<file path="config.mk">
export PLATFORM = sky130hd
export DESIGN_NAME = rv32i_exec_core
export DESIGN_NICKNAME = d
export VERILOG_FILES = /design/src/rtl/rv32i_exec_core.sv
export SDC_FILE = /design/constraint.sdc
export NUM_CORES = 1
export LEC_CHECK = 0
export ABC_AREA = 1
export BUFFER_PORTS_ARGS = -buffer_cell sky130_fd_sc_hd__buf_2
export CAP_MARGIN = 20
export CORE_MARGIN = 10
export CORE_UTILIZATION = 25
export CTS_BUF_LIST = sky130_fd_sc_hd__clkbuf_16
export CTS_CLUSTER_SIZE = 10
export DETAILED_ROUTE_END_ITERATION = 6
export SKIP_CTS_REPAIR_TIMING = 1
export SLEW_MARGIN = 25
export SYNTH_ARGS = -nofsm -noshare
export SYNTH_HDL_FRONTEND = slang
export SYNTH_SLANG_ARGS = --single-unit
</file>
<file path="constraint.sdc">
create_clock -name clk -period 2.4 [get_ports clk]
set_input_delay 0.24 -clock clk [delete_from_list [all_inputs] [get_ports clk]]
set_output_delay 0.24 -clock clk [all_outputs]
set_load 0.02 [all_outputs]
</file>
<file path="src/rtl/rv32i_exec_core.sv">
// rv32i_exec_core: execute-stage immediate decode, integer ALU,
// branch compare and optional registered result for EX/MEM.
module rv32i_exec_core (
  input  logic        clk,
  input  logic        reset,
  input  logic [31:0] instr,
  input  logic [31:0] in_a,
  input  logic [31:0] in_b,
  input  logic        en,
  output logic [31:0] imm,
  output logic [31:0] result,
  output logic        take_b,
  output logic [31:0] result_q,
  output logic        take_b_q
);

  localparam logic [6:0] OP_LOAD   = 7'b0000011;
  localparam logic [6:0] OP_IMM    = 7'b0010011;
  localparam logic [6:0] OP_AUIPC  = 7'b0010111;
  localparam logic [6:0] OP_STORE  = 7'b0100011;
  localparam logic [6:0] OP_REG    = 7'b0110011;
  localparam logic [6:0] OP_LUI    = 7'b0110111;
  localparam logic [6:0] OP_BRANCH = 7'b1100011;
  localparam logic [6:0] OP_JALR   = 7'b1100111;
  localparam logic [6:0] OP_JAL    = 7'b1101111;
  localparam logic [6:0] OP_SYSTEM = 7'b1110011;

  logic [6:0]  opcode;
  logic [2:0]  f3;
  logic        b30;
  logic [4:0]  shamt;

  logic        is_i;
  logic        is_s;
  logic        is_b;
  logic        is_u;
  logic        is_j;
  logic        is_reg;
  logic        is_opimm;

  logic        eq;
  logic        lt_s;
  logic        lt_u;
  logic [31:0] sum;
  logic [31:0] diff;

  logic [31:0] result_d;
  logic        take_b_d;

  assign opcode = instr[6:0];
  assign f3     = instr[14:12];
  assign b30    = instr[30];
  assign shamt  = in_b[4:0];

  // Classify the opcode into immediate formats and ALU classes.
  always_comb begin
    is_reg   = (opcode == OP_REG);
    is_opimm = (opcode == OP_IMM);
    is_i     = (opcode == OP_LOAD)  ||
               (opcode == OP_IMM)   ||
               (opcode == OP_JALR)  ||
               (opcode == OP_SYSTEM);
    is_s     = (opcode == OP_STORE);
    is_b     = (opcode == OP_BRANCH);
    is_u     = (opcode == OP_LUI) ||
               (opcode == OP_AUIPC);
    is_j     = (opcode == OP_JAL);
  end

  // Sign-extended immediate for the decoded format.
  always_comb begin
    imm = 32'h0;
    unique case (1'b1)
      is_i: imm = {{21{instr[31]}},
                   instr[30:20]};
      is_s: imm = {{21{instr[31]}},
                   instr[30:25],
                   instr[11:7]};
      is_b: imm = {{20{instr[31]}},
                   instr[7],
                   instr[30:25],
                   instr[11:8],
                   1'b0};
      is_u: imm = {instr[31:12],
                   12'h000};
      is_j: imm = {{12{instr[31]}},
                   instr[19:12],
                   instr[20],
                   instr[30:21],
                   1'b0};
      default: imm = 32'h0;
    endcase
  end

  // Shared adder, subtractor and comparators.
  always_comb begin
    sum  = in_a + in_b;
    diff = in_a - in_b;
    eq   = (in_a == in_b);
    lt_u = (in_a < in_b);
    lt_s = ($signed(in_a) < $signed(in_b));
  end

  // ALU result; only R-type and op-imm honour f3.
  always_comb begin
    result = sum;
    if (is_reg || is_opimm) begin
      unique case (f3)
        3'b000: result = (is_reg && b30)
                         ? diff : sum;
        3'b001: result = in_a << shamt;
        3'b010: result = {31'h0, lt_s};
        3'b011: result = {31'h0, lt_u};
        3'b100: result = in_a ^ in_b;
        3'b101: result = b30
          ? 32'($signed(in_a) >>> shamt)
          : in_a >> shamt;
        3'b110: result = in_a | in_b;
        3'b111: result = in_a & in_b;
        default: result = sum;
      endcase
    end
  end

  // Branch decision, only for conditional branches.
  always_comb begin
    take_b = 1'b0;
    if (is_b) begin
      unique case (f3)
        3'b000: take_b = eq;
        3'b001: take_b = !eq;
        3'b100: take_b = lt_s;
        3'b101: take_b = !lt_s;
        3'b110: take_b = lt_u;
        3'b111: take_b = !lt_u;
        default: take_b = 1'b0;
      endcase
    end
  end

  // Next-state for the EX/MEM copy: capture on en, else hold.
  always_comb begin
    result_d = result_q;
    take_b_d = take_b_q;
    if (en) begin
      result_d = result;
      take_b_d = take_b;
    end
  end

  // EX/MEM registers; reset wins over en.
  always_ff @(posedge clk) begin
    if (reset) begin
      result_q <= 32'h0;
      take_b_q <= 1'b0;
    end else begin
      result_q <= result_d;
      take_b_q <= take_b_d;
    end
  end

endmodule

</file>
==> results.md <==
* Status: finished, violations left
* Failing checks: setup timing
* R2r setup slk at 1.73 ns
* Post-synth EDFFs at 0
* Drt pass-1 iters at 6
* Max transition margin at 0.7080
* Clock sink total at 33
* Drc violations at 0
* Most frequent cells in the layout: nand2_1 (627), buf_4 (520), nand3_1 (355), inv_1 (253), nand2_2 (227)
* Worst Skew at 0 ns
* Pwr per Cell Area at 312.6 nW/um^2
* Post-synthesis register bit count at 33
* GRT Overall Usage at 0.2238
* Max clock buf depth at 2
* Hold Vio Cnt, Final at 0
* Vias in the first global route at 17,260
* Die ar. at 59,270 um^2
* Hold Path Class: in2reg
* CTS root buf: clkbuf_16
* Initial Util at 0.2540
* First-pass GRT wire length at 103.7 mm
* DRT iter0 DRCs at 2,041
* H-tree depth at 2
* VDD IR max at 0.0002576 V
* Total grt overflow at 0
* Fin. max-slew vios at 0
* Critical path class: in2out
* Top cell type's share of synthesized area at 0.2583
* Die width at 243.5 um
* Largest area contributor in the netlist: nand2_1
* # IOs at 197
* Most common cell after layout, fill and taps aside: nand2_1
* Warnings, synthesis at 0
* Synthesized cell area at 12,480 um^2
* WP data arrival at 2.24 ns
* Top post-synthesis cells by area: nand2_1 (26%), nand3_1 (18%), inv_1 (9.9%)
* Placed cell areas at 17,660 um^2
* Endpoints failing setup at 6
* Asr flop ratio synth at 0
* Max-cap violations at 0
* DIE HEIGHT at 243.5 um
* Core Rows at 81
* Crit Path Max Fanout at 4
* Post-Route WL at 72.66 mm
* Vias at 19,250
* Main flop type after synthesis: dfxtp_1
* Net count after synthesis at 2,709
* Cells after DPL at 3,762
* Final ANT Viol Nets at 0
* Core area at 49,150 um^2
* CTS Buf Count at 5
* Post-route insts no fill at 3,806
* Fin crit share at 1.032
* CP required at 2.16 ns
* Clock latency on the worst-skew pair at 0.30 ns
* Worst-Margin Slew at 0.4379 ns
* Vias per cell at 5.057
* Proportion of layout cells with a drive suffix above 1 at 0.4543
* RePlAce Congestion at 1.041
* Average size of a mapped cell at 4.971 um^2
* Area grow syn2layout at 69.26%
* I/O Buffers at 196
* Setup crit start kind: primary input
* CTS clk-pin slew, worst paths at 0.06 ns
* Largest net degree at the start of global routing at 60
* RSZ-0062 raised after global routing: true
* Drt wl/cell at 19.09 um
* Fmax at 0.4036 GHz
* Initial antenna violation count at 6
* Detailed placement HPWL at 60.14 mm
* Min setup slack post-route at -0.07743 ns
* FILL cells at 5,236
* Leakage at 11.20 nW
* Fin area at 21,130 um^2
* Fin nets at 3,336
* Synth Instances at 2,511
* Sequential area share after synthesis at 0.05292
* Worst Setup End Kind: output port
* Distinct cells, synth at 51
* Fin crit period at 2.477 ns
* CTS tree: done
## flip-flops by register name, summed over array words and instances, names as in the netlist
signal	cells
take_b_q	1
result_q	32
## metrics by stage
stage / util / power, W / setup slack, ns / hold WS, ns / setup TNS [ns]
4_1_cts: 0.3629 / 0.005567 / -0.3397 / 0.2855 / -6.601
3_5_place_dp: 0.3594 / 0.004771 / -0.3255 / 0.4935 / -8.231
3_3_place_gp: 0.3594 / 0.004769 / -0.3009 / 0.4882 / -7.888
2_1_floorplan: - / 0.002831 / -0.03209 / 0.3881 / -0.03209
6_report: 0.4299 / 0.006605 / -0.07743 / 0.2895 / -0.1973
5_1_grt: 0.4298 / 0.007015 / -0.1490 / 0.3203 / -1.569
## per-layer routing
| layer | track usage | vias up | routed length [um] |
|---|---|---|---|
| met5 | 0 | - | 25 |
| met4 | 0.1018 | 4 | 3981 |
| met3 | 0.03151 | 185 | 6643 |
| met2 | 0.3463 | 1026 | 31560 |
| met1 | 0.3016 | 8741 | 30440 |
| li1 | - | 9291 | - |
## synth_stat cells (11+ instances only)
cell type,count
clkbuf_1,27
o22ai_1,12
nand2_1,859
inv_2,17
ha_1,97
inv_1,330
buf_1,11
o21bai_1,11
dfxtp_1,33
nor3_1,14
nor2_1,243
a21oi_1,83
o21ai_0,67
nand4_1,35
buf_4,16
nand2_2,26
buf_2,46
o21ai_1,20
nand3_1,451
## critical path, cell delays in order
cell     delay [ns]
buf_12         0.09
inv_6          0.03
ha_4           0.16
fa_2           0.41
inv_2          0.10
nand2_2        0.06
nand3_2        0.09
nand2_2        0.07
nand2_4        0.10
nand2_4        0.06
nand2_4        0.10
nand2_8        0.08
nand2_8        0.10
nand2_4        0.06
nand2_2        0.07
nand2_2        0.07
a31oi_4        0.20
buf_6          0.14
## logic make-up after synthesis
kind of cell	synth area share
DFF	0.05292
and+or+nand+nor	0.5786
xor gates and xnor gates	0.007718
adders and majority gates	0.1004
AOI/OAI and AO/OA	0.1076
buffers and inverters	0.1527
## path summary, 6_finish.rpt
| kind | startpoint | end | cells after the start |
|---|---|---|---|
| setup / recovery | in_a[0] | take_b | 18 |
| hold / removal | reset | result_q[3] | 4 |
| setup reg to reg | result_q[12] | result_q[12] | 4 |
| hold reg to reg | result_q[16] | result_q[16] | 2 |
## cell type report
type | instances | area [um^2] | area share
tap | 664 | 830.8 | 0.03932
inverter | 353 | 1375 | 0.06508
sequential | 33 | 660.6 | 0.03127
clock inverter | 3 | 46.29 | 0.002191
antenna | 3 | 7.507 | 0.0003553
clock buffer | 5 | 125.1 | 0.005922
multi-input combinational | 2016 | 12510 | 0.5922
timing repair buffer | 729 | 5572 | 0.2637
## power by group
| part | switching, W | internal [W] | leakage, nW |
|---|---|---|---|
| combinational | 0.00305 | 0.00215 | 10.8 |
| sequential | 0.0000245 | 0.000602 | 0.275 |
| clock | 0.000283 | 0.000492 | 0.0800 |
| total | 0.00336 | 0.00324 | 11.2 |
(Power assumes the default switching activity.)
